--- config.mk ---
export PLATFORM = sky130hd
export DESIGN_NAME = fifo_wr_arbiter_flat
export DESIGN_NICKNAME = d
export VERILOG_FILES = /design/src/rtl/fifo_wr_arbiter_if.sv /design/src/rtl/fifo_wr_arbiter.sv /design/src/flat_wrapper.sv
export SDC_FILE = /design/constraint.sdc
export NUM_CORES = 1
export LEC_CHECK = 0
export ABC_AREA = 1
export CAP_MARGIN = 20
export CORE_MARGIN = 3
export CORE_UTILIZATION = 45
export CTS_BUF_LIST = sky130_fd_sc_hd__clkbuf_8 sky130_fd_sc_hd__clkbuf_16
export DETAILED_ROUTE_END_ITERATION = 8
export PLACE_DENSITY = 0.83
export SYNTH_ARGS = -nofsm -noshare
export SYNTH_HDL_FRONTEND = slang
export SYNTH_SLANG_ARGS = --single-unit
export TNS_END_PERCENT = 100
--- constraint.sdc ---
create_clock -name clk -period 1.95 [get_ports clk]
set_input_delay 0.585 -clock clk [delete_from_list [all_inputs] [get_ports clk]]
set_output_delay 0.585 -clock clk [all_outputs]
set_load 0.005 [all_outputs]
--- src/rtl/fifo_wr_arbiter_if.sv ---
// Producer/FIFO-side signal bundle for the transmit FIFO write arbiter.
// master: the arbiter; slave: producers plus the FIFO write port.
interface fifo_wr_arbiter_if #(
    parameter int unsigned WIDTH = 8
);
    logic             req0;
    logic [WIDTH-1:0] data0;
    logic             ack0;
    logic             req1;
    logic [WIDTH-1:0] data1;
    logic             ack1;
    logic             fifo_full;
    logic [WIDTH-1:0] fifo_data;
    logic             fifo_wr;
    logic             busy;

    modport master (
        input  req0, data0, req1, data1, fifo_full,
        output ack0, ack1, fifo_data, fifo_wr, busy
    );

    modport slave (
        output req0, data0, req1, data1, fifo_full,
        input  ack0, ack1, fifo_data, fifo_wr, busy
    );
endinterface

--- src/rtl/fifo_wr_arbiter.sv ---
// Two-requester write arbiter producing a clean registered strobe for the edge-strobed TX FIFO.
// Define WR_ARB_FIXED_PRIO_EN for fixed priority (requester 0 wins); default is round-robin.
module fifo_wr_arbiter #(
    parameter int unsigned WIDTH         = 8,
    parameter int unsigned STROBE_CYCLES = 1
) (
    input  logic              clk,
    input  logic              rst_n,
    fifo_wr_arbiter_if.master bus
);
    localparam int unsigned CNT_W = $clog2(STROBE_CYCLES + 1);

    typedef enum logic [1:0] {
        IDLE    = 2'd0,
        SETUP   = 2'd1,
        STROBE  = 2'd2,
        RELEASE = 2'd3
    } state_e;

    state_e           state_q, state_d;
    logic [CNT_W-1:0] cnt_q, cnt_d;
    logic [WIDTH-1:0] fifo_data_q, fifo_data_d;
    logic             fifo_wr_q, fifo_wr_d;
    logic             ack0_q, ack0_d;
    logic             ack1_q, ack1_d;
    logic             busy_q, busy_d;
    logic             grant_q, grant_d;
    logic             win_c;

`ifdef WR_ARB_FIXED_PRIO_EN
    // Requester 1 only wins when requester 0 is idle
    assign win_c = ~bus.req0;
`else
    logic             last_q, last_d;

    // Contention goes to whoever did not win last; a lone request always wins
    assign win_c = (bus.req0 && bus.req1) ? ~last_q : ~bus.req0;
`endif

    // Next-state and registered-output logic
    always_comb begin
        state_d     = state_q;
        cnt_d       = cnt_q;
        fifo_data_d = fifo_data_q;
        fifo_wr_d   = fifo_wr_q;
        ack0_d      = 1'b0;
        ack1_d      = 1'b0;
        busy_d      = busy_q;
        grant_d     = grant_q;
`ifndef WR_ARB_FIXED_PRIO_EN
        last_d      = last_q;
`endif
        case (state_q)
            IDLE: begin
                if (!bus.fifo_full && (bus.req0 || bus.req1)) begin
                    state_d     = SETUP;
                    grant_d     = win_c;
                    fifo_data_d = win_c ? bus.data1 : bus.data0;
                    busy_d      = 1'b1;
                end
            end
            SETUP: begin
                state_d   = STROBE;
                fifo_wr_d = 1'b1;
                cnt_d     = CNT_W'(STROBE_CYCLES - 1);
            end
            STROBE: begin
                if (cnt_q == '0) begin
                    state_d   = RELEASE;
                    fifo_wr_d = 1'b0;
                    ack0_d    = ~grant_q;
                    ack1_d    = grant_q;
                end else begin
                    cnt_d = cnt_q - CNT_W'(1);
                end
            end
            RELEASE: begin
                state_d = IDLE;
                busy_d  = 1'b0;
`ifndef WR_ARB_FIXED_PRIO_EN
                last_d  = grant_q;
`endif
            end
            default: begin
                state_d = IDLE;
            end
        endcase
    end

    // Async reset drops the strobe immediately, cutting any write in flight
    always_ff @(posedge clk or negedge rst_n) begin
        if (!rst_n) begin
            state_q     <= IDLE;
            cnt_q       <= '0;
            fifo_data_q <= '0;
            fifo_wr_q   <= 1'b0;
            ack0_q      <= 1'b0;
            ack1_q      <= 1'b0;
            busy_q      <= 1'b0;
            grant_q     <= 1'b0;
`ifndef WR_ARB_FIXED_PRIO_EN
            last_q      <= 1'b1;
`endif
        end else begin
            state_q     <= state_d;
            cnt_q       <= cnt_d;
            fifo_data_q <= fifo_data_d;
            fifo_wr_q   <= fifo_wr_d;
            ack0_q      <= ack0_d;
            ack1_q      <= ack1_d;
            busy_q      <= busy_d;
            grant_q     <= grant_d;
`ifndef WR_ARB_FIXED_PRIO_EN
            last_q      <= last_d;
`endif
        end
    end

    assign bus.fifo_data = fifo_data_q;
    assign bus.fifo_wr   = fifo_wr_q;
    assign bus.ack0      = ack0_q;
    assign bus.ack1      = ack1_q;
    assign bus.busy      = busy_q;

endmodule

--- src/flat_wrapper.sv ---
// flat-port wrapper written by rule: the top's interface ports become plain ports
module fifo_wr_arbiter_flat 
#(
    parameter int unsigned WIDTH         = 8,
    parameter int unsigned STROBE_CYCLES = 1
)
  (clk, rst_n, bus_req0, bus_data0, bus_req1, bus_data1, bus_fifo_full, bus_ack0, bus_ack1, bus_fifo_data, bus_fifo_wr, bus_busy);
  fifo_wr_arbiter_if #(.WIDTH(WIDTH)) bus_i ();
  input  logic clk;
  input  logic rst_n;
  input wire logic [$bits(bus_i.req0)-1:0] bus_req0;
  input wire logic [$bits(bus_i.data0)-1:0] bus_data0;
  input wire logic [$bits(bus_i.req1)-1:0] bus_req1;
  input wire logic [$bits(bus_i.data1)-1:0] bus_data1;
  input wire logic [$bits(bus_i.fifo_full)-1:0] bus_fifo_full;
  output wire logic [$bits(bus_i.ack0)-1:0] bus_ack0;
  output wire logic [$bits(bus_i.ack1)-1:0] bus_ack1;
  output wire logic [$bits(bus_i.fifo_data)-1:0] bus_fifo_data;
  output wire logic [$bits(bus_i.fifo_wr)-1:0] bus_fifo_wr;
  output wire logic [$bits(bus_i.busy)-1:0] bus_busy;
  assign bus_i.req0 = bus_req0;
  assign bus_i.data0 = bus_data0;
  assign bus_i.req1 = bus_req1;
  assign bus_i.data1 = bus_data1;
  assign bus_i.fifo_full = bus_fifo_full;
  assign bus_ack0 = bus_i.ack0;
  assign bus_ack1 = bus_i.ack1;
  assign bus_fifo_data = bus_i.fifo_data;
  assign bus_fifo_wr = bus_i.fifo_wr;
  assign bus_busy = bus_i.busy;
  fifo_wr_arbiter #(.WIDTH(WIDTH), .STROBE_CYCLES(STROBE_CYCLES)) u_core (.clk(clk), .rst_n(rst_n), .bus(bus_i));
endmodule
**After elaboration in Yosys (flattened, before gate mapping)**

Index checks and enable logic that the tools add are counted.

- Bits of input ports: 21
- Logic and storage cells: 44
- Register bits after elaboration: 17

- $add $sub $neg: 1
- Reductions and logical operators: 11
- Equality and inequality tests: 5
- Muxes and demuxes: 15
- Bitwise gates (word level): 3

Operators with widths:

| operator | count |
|---|---|
| two-way mux 1 bit | 8 |
| two-way mux 8 bit | 1 |
| case mux 2 bit (4 select lines) | 1 |
| AND reduction 2 bit | 4 |
| case mux 1 bit (2 select lines) | 3 |
| equality test 2 bit (second input constant) | 2 |
| two-way mux 2 bit | 2 |
| nonzero test 2 bit | 2 |
| inverter 1 bit | 3 |
| equality test 2 x 1 -> 1 bit (second input constant) | 1 |
| logical AND 1 bit | 2 |
| zero test 2 bit | 1 |
| != test 2 x 1 -> 1 bit (second input constant) | 1 |
| != test 2 bit (second input constant) | 1 |
| zero test 1 bit | 1 |
| logical OR 1 bit | 1 |
| subtractor 1 bit (second input constant) | 1 |

**Logic depth before layout (Yosys ltp)**

Gate-level depths: netlist of run 1.

- Depth after elaboration: 4
- Mapped depth: 6
- Gate-level depth less buffers: 6

**Worst setup path before layout of run 1**

No wires, ideal clock.

- Kind: flip-flop to flip-flop
- Start: register u_core.state_q[0]
- End: register u_core.fifo_data_q[0] (netlist: u_core.bus.fifo_data[0])
- Data arrival time: 1173 ps
- Stages on the path, launching flop included: 7
- Setup slack: 712 ps
- Clock period less this slack: 1238 ps
- Cell sequence: dfrtp_1 > inv_1 > ha_1 > inv_2 > nor3_4 > nand3_1 > nand2_1

- Cells in the longest elaborated chain, start to end: 2

RTL lines:

| what | RTL line | text |
|---|---|---|
| from (decl) | fifo_wr_arbiter.sv:20 | `state_e state_q, state_d;` |
| from (signal assigned) | fifo_wr_arbiter.sv:105 | `state_q <= state_d;` |
| zero test 2 bit | fifo_wr_arbiter.sv:53 | `case (state_q)` |
| AND reduction 2 bit (no source line) | -- |  |
| to (signal assigned) | fifo_wr_arbiter.sv:107 | `fifo_data_q <= fifo_data_d;` |
| to (decl) | fifo_wr_arbiter.sv:22 | `logic [WIDTH-1:0] fifo_data_q, fifo_data_d;` |

No other way between the ends.
A chain may end at the register's enable or synchronous reset.

**Worst setup path in the final report of run 1**

- Start: register u_core.fifo_data_q[1] (netlist: u_core.bus.fifo_data[1])
- End: output bus_fifo_data[1]

RTL lines:

| what | RTL line | text |
|---|---|---|
| to (decl) | flat_wrapper.sv:18 | `output wire logic [$bits(bus_i.fifo_data)-1:0] bus_fifo_data;` |

No word-level cell between the ends.

==> summary.md, run 1 <==
| Metric | Value |
|---|---|
| Cell type with the largest total area after synthesis | `dfrtp_1` |
| Reg2reg start | `u_core.state_q[0]$_DFFE_PN0P_` |
| Syn Nets | `roughly 130` |
| Ant diodes | `0` |
| Fin crit period | `1.70 ns` |
| Post-synth top flop | `dfrtp_1` |
| Crit path DAT | `between 1 and 1.5 ns` |
| Mean Syn Cell Area | `approximately 8.2 um2` |
| WP buf/inv | `1` |
| CP Launch Type | `flip-flop` |
| Outcome | `finished, final reports clean` |
| Vias per cell | `around 4.8` |
| Clock Sinks | `16` |
| Critical Setup Path Class | `flip-flop to primary output` |
| Main combinational cell family by area after synthesis | `simple AND/OR/NAND/NOR gates` |
| Layout Nets | `~160` |
| Core region area | `0.00163 mm2` |
| Post-synth ARST share | `between 90% and 100%` |
| Final Slew Violations | `0` |
| Worst EP required | `around 1.4 ns` |
| GRT Overall Usage | `18.2%` |
| First-pass GRT wire length | `about 3400 um` |
| Cell area after synthesis | `833 um2` |
| Synth warn | `0` |
| Synth Instances | `102` |
| Starting DRT DRC Count | `26` |
| Yosys cell types | `18` |
| Post-route setup TNS | `0 ns` |
| CTS tree | `built` |
| Min-Delay Path Class | `flip-flop to flip-flop` |
| Pre-Repair DR Iteration Count | `4` |
| Worst-path maximum fanout | `2` |
| Register-to-register setup slack | `~0.46 ns` |
| Synthesized flop and latch total | `16` |
| IO Port Bufs | `32` |
| Post-CTS sizing | `0` |
| XOR/XNOR share of the synthesized area | `0%` |
| Clock Tree Root | `clkbuf_8` |
| Sequential area share after synthesis | `about half` |
| Leakage | `~0.63 nW` |
| Final setup violation count | `0` |
| Hold path startpoint | `u_core.bus.fifo_data[0]$_DFFE_PN0P_` |
| Area Overhead vs Synth | `49.1%` |
| Clock-pin slew on the worst setup and hold paths | `approximately 0.06 ns` |
| Top post-synthesis cells by area | `dfrtp_1 45%, nand2_1 16%, inv_1 7.7%, nand3b_1 7.2%, nand3_1 4.8%` |
| Vias in the first global route | `739` |
| Count leader, synth | `nand2_1` |
| Starting Density | `between 50% and 60%` |
| Fillers | `roughly 120` |
| Post-synth top cells | `35 x nand2_1, 17 x inv_1, 15 x dfrtp_1` |
| GP Congestion | `0.813` |
| Critical path's largest stage delay | `approximately 0.51 ns` |
| Clock skew | `0.000844 ns` |
| Placed cell count | `between 150 and 200` |
| Worst-Skew Late Latency | `between 0.2 and 0.25 ns` |
| CP Cell Sequence | `clkdlybuf4s50_1` |
| Top cell type's share of synthesized area | `45.0%` |
| Fmax | `just under 600 MHz` |
| Slew @ Worst Pin | `~0.34 ns` |
| Antenna-violating nets left | `0` |
| Die W | `49.0 um` |
| Unrepaired setup endpoints after global routing | `false` |
| Share of layout cells above drive strength 1 | `under 10%` |
| Post-CTS Setup Inserts | `0` |
| Synth Area in Adders | `under 10%` |
| Remaining DRCs | `0` |
| Non-Filler Instances | `around 160` |
| Max Cap Viol | `0` |
| CTS H-tree lvls | `1` |
| Die Ht | `around 49 um` |
| Setup ws final | `0.253 ns` |
| P per Cell Area | `1270 mW/mm2` |
| Dpl ws | `0.145 ns` |
| Clock buffer depth | `2` |
| Critical Path Sink Type | `primary output` |
| Compound-Gate Fraction of Synth Area | `under 10%` |
| Row cnt | `14` |
| I/O pin total | `33` |
| Mux share of post-synthesis cell area | `0%` |
| Antenna violations before repair | `0` |
| Total CTS buffers | `3` |
| Die Area | `approximately 0.0024 mm2` |
| Simple-gate portion of the synthesized area | `35.3%` |
| Cts hold-fix bufs | `0` |
| Max_slew headroom | `between 70% and 80%` |
| Final Cycle Share | `just under 90%` |
| Routed wire per std cell | `between 10 and 15 um` |
| Via count | `786` |
| Post-layout util | `76.3%` |
| HPWL Detailed | `1620 um` |
| Final hold viol count | `0` |
| CP max-delay cell | `clkdlybuf4s50_1` |
| Number of synthesized flops with an enable pin | `0` |
| Largest net degree at the start of global routing | `17` |
| Remaining Overflow, GRT | `0` |
| Cell family with most CP delay | `buffers and inverters` |
| DRT Wirelength | `around 2100 um` |
| Critical path origin | `u_core.bus.fifo_data[1]$_DFFE_PN0P_` |
| Max IR drop VDD | `roughly 0.74 mV` |
-- through the flow --
stage | instance area [um2] | hold slack [ns] | total power [mW]
after floorplan | 833 | 0.289 | 0.930
after global placement | 1190 | 0.464 | 1.26
after detailed placement | 1190 | 0.465 | 1.29
after CTS | 1240 | 0.482 | 1.59
after global routing | 1240 | 0.506 | 1.71
final | 1240 | 0.477 | 1.58
-- path summary, 6_finish.rpt --
path,to,cells past startpoint
hold reg to reg,u_core.bus.fifo_data[0]$_DFFE_PN0P_,2
setup / recovery,bus_fifo_data[1],1
min in group asynchronous,u_core.bus.ack1$_DFF_PN0_,2
max in group asynchronous,u_core.last_q$_DFFE_PN1P_,2
hold / removal,u_core.bus.fifo_data[0]$_DFFE_PN0P_,2
setup reg to reg,u_core.bus.fifo_data[5]$_DFFE_PN0P_,6
-- tightest hold or removal path: cells and delay by family, from the launching register on --
| family | cells | cell delay, ns |
|---|---|---|
| flip-flops | 1 | 0.34 |
| AND/OR/NAND/NOR | 2 | 0.10 |
-- cells by family (layout without fill, tap and decap cells) --
kind of cell	Yosys count	in the layout
compound gates	4	4
simple gates	60	60
flops	16	16
fa+ha+maj	3	3
buf+inv	19	56
-- power breakdown --
part           switching [mW]  internal [mW]
clock network           0.113          0.179
logic                   0.330          0.379
registers              0.0830          0.497
total                   0.526           1.05
-- state kept, by name, summed over array words and instances (netlist names) --
name / flops
u_core.bus.ack0: 1
u_core.bus.ack1: 1
u_core.bus.busy: 1
u_core.bus.fifo_data: 8
u_core.bus.fifo_wr: 1
u_core.grant_q: 1
u_core.last_q: 1
u_core.state_q: 2
-- metal layers --
layer	vias to the layer above	part of all wire (%)	wire [um]	global-route usage (%)
met3	4	4.5	93	3.36
li1	387	-	-	-
met5	-	0	0	0
met1	366	41	854	21.7
met2	29	54	1120	31.7
met4	0	0.81	17	7.58
-- layout make-up --
class / instances / area (um2) / share of cell area, %
Multi-Input combinational cell: 67 / 353 / 28.4
Sequential cell: 16 / 402 / 32.3
Clock buffer: 4 / 55.1 / 4.43
Inverter: 18 / 67.6 / 5.44
Timing Repair Buffer: 34 / 335 / 27.0
Tap cell: 24 / 30.0 / 2.42
-- placed cells by master (no fill, tap or decap), drive strengths merged --
master	netlist	final
ha	3	3
nor3	1	1
nor2	4	4
dfrtp	15	15
clkbuf	0	4
dfstp	1	1
nand2	37	37
a31oi	1	1
o21ai	2	2
nand3	9	9
clkdlybuf4s50	0	32
nand3b	8	8
and2	1	1
buf	1	2
inv	18	18
a21oi	1	1
Note: power is estimated with default switching activity, not from simulation.
==> run 2, diff against run 1 <==
--- a/config.mk
+++ b/config.mk
@@ -9,8 +9,8 @@
 export CAP_MARGIN = 20
 export CORE_MARGIN = 3
-export CORE_UTILIZATION = 45
+export CORE_UTILIZATION = 36
 export CTS_BUF_LIST = sky130_fd_sc_hd__clkbuf_8 sky130_fd_sc_hd__clkbuf_16
 export DETAILED_ROUTE_END_ITERATION = 8
-export PLACE_DENSITY = 0.83
+export PLACE_DENSITY = 0.68
 export SYNTH_ARGS = -nofsm -noshare
 export SYNTH_HDL_FRONTEND = slang
==> constraint.sdc (replaced) <==
create_clock -name clk -period 2.1 [get_ports clk]
set_input_delay 0.63 -clock clk [delete_from_list [all_inputs] [get_ports clk]]
set_output_delay 0.63 -clock clk [all_outputs]
set_load 0.1 [all_outputs]
==> summary.md, run 2 (synthesized netlist as in run 1, its figures left out) <==
| Metric | Value |
|---|---|
| Max Cap Viol | `0` |
| Pre-Repair DR Iteration Count | `4` |
| Post-CTS Setup Inserts | `0` |
| Dpl ws | `~0.22 ns` |
| Unrepaired setup endpoints after global routing | `false` |
| Clock Tree Root | `clkbuf_8` |
| CTS tree | `built` |
| Vias per cell | `4.50` |
| IO Port Bufs | `32` |
| Slew @ Worst Pin | `about 0.36 ns` |
| Remaining Overflow, GRT | `0` |
| Min-Delay Path Class | `flip-flop to flip-flop` |
| Setup ws final | `approximately 0.48 ns` |
| Die W | `around 54 um` |
| Final Slew Violations | `0` |
| Area Overhead vs Synth | `64.0%` |
| Starting DRT DRC Count | `19` |
| Most common cell after layout, fill and taps aside | `nand2_1` |
| Clock Sinks | `16` |
| CTS H-tree lvls | `1` |
| HPWL Detailed | `about 1600 um` |
| Core region area | `around 0.0021 mm2` |
| Final Cycle Share | `between 70% and 80%` |
| Cts hold-fix bufs | `0` |
| Fillers | `182` |
| Row cnt | `16` |
| Hold slack | `between 0.4 and 0.5 ns` |
| Ant diodes | `0` |
| Critical Setup Path Class | `primary input to flip-flop` |
| Post-layout util | `between 60 and 70%` |
| Worst-Skew Late Latency | `between 0.2 and 0.3 ns` |
| Routed wire per std cell | `~12 um` |
| Share of layout cells above drive strength 1 | `between 10% and 20%` |
| Starting Density | `~40%` |
| Die Ht | `about 54 um` |
| I/O pin total | `33` |
| Most frequent cells in the layout | `35 x nand2_1, 20 x clkdlybuf4s50_1, 17 x inv_1, 15 x dfrtp_1, 12 x buf_12` |
| Post-route setup TNS | `0 ns` |
| Post-CTS sizing | `0` |
| Final setup violation count | `0` |
| Fin crit period | `1.62 ns` |
| Worst setup endpoint | `u_core.bus.busy$_DFFE_PN0P_` |
| Critical Path Sink Type | `flip-flop` |
| Worst EP required | `~2.3 ns` |
| Fmax | `roughly 620 MHz` |
| Antenna-violating nets left | `0` |
| GRT Overall Usage | `around 15%` |
| Register-to-register setup slack | `around 0.63 ns` |
| Crit path DAT | `1.81 ns` |
| Largest register FFs | `8` |
| FF-to-FF path depth | `6` |
| Worst r2r dst | `u_core.bus.fifo_data[1]$_DFFE_PN0P_` |
| Reg2reg start | `u_core.state_q[0]$_DFFE_PN0P_` |
| Largest net degree at the start of global routing | `17` |
| GP Congestion | `0.835` |
| Layout Nets | `between 150 and 200` |
| Vias in the first global route | `740` |
| Final hold viol count | `0` |
| First-pass GRT wire length | `between 3000 and 4000 um` |
| Worst-path maximum fanout | `10` |
| Die Area | `just under 0.003 mm2` |
| Hold path startpoint | `u_core.grant_q$_DFFE_PN0P_` |
| Total CTS buffers | `3` |
| CP Launch Type | `primary input` |
| Clock buffer depth | `2` |
| Clock-pin slew on the worst setup and hold paths | `approximately 0.060 ns` |
| Via count | `around 750` |
| DRT Wirelength | `about 2000 um` |
| Outcome | `finished, final reports clean` |
| Antenna violations before repair | `0` |
| Clock skew | `between 0.005 and 0.006 ns` |
| Critical path origin | `bus_req0` |
| Remaining DRCs | `0` |
| Max_slew headroom | `approximately three quarters` |
[run 2: changes by cell type in the layout (fill, tap and decap cells not counted)]
cell	change
clkdlybuf4s50_1	-12
buf_12	+12
[run 2: worst max-delay path, cell delays in order]
cell and delay [ns]:
clkdlybuf4s50_1 0.56, inv_1 0.06, nand2_1 0.09, nand3_2 0.22
nand2_1 0.11, and2_1 0.13
[run 2: area by class of cell]
cell class	instances	area, um2	area share (%)
timing repair buffer	34	455	33.3
inverter	18	67.6	4.95
sequential	16	402	29.4
clock buffer	4	55.1	4.03
multi-input combinational	67	353	25.8
tap	27	33.8	2.47
[run 2: through the flow]
stage               instances  cell area, um2
CTS                       166            1370
floorplan                 102             833
detailed placement        162            1310
finish                    166            1370
global route              166            1370
global placement          162            1310
[run 2: worst min path at each step]
stage	endpoint	cells after the start
after floorplan	u_core.bus.ack0$_DFF_PN0_	0
after global routing	u_core.bus.ack0$_DFF_PN0_	1
after global placement	u_core.bus.ack0$_DFF_PN0_	1
final	u_core.bus.ack0$_DFF_PN0_	1
after detailed placement	u_core.bus.ack0$_DFF_PN0_	1
after CTS	u_core.bus.ack0$_DFF_PN0_	1
[run 2: routing by layer]
layer / wire length, um / global-route usage, %
met2: 1040 / 25.2
met3: 122 / 5.54
met5: 0 / 0
met1: 794 / 16.4
met4: 19 / 7.05
Power of run 2 is not shown: default switching activity piles up to over one toggle a cycle in this logic, so the estimate is an artifact.
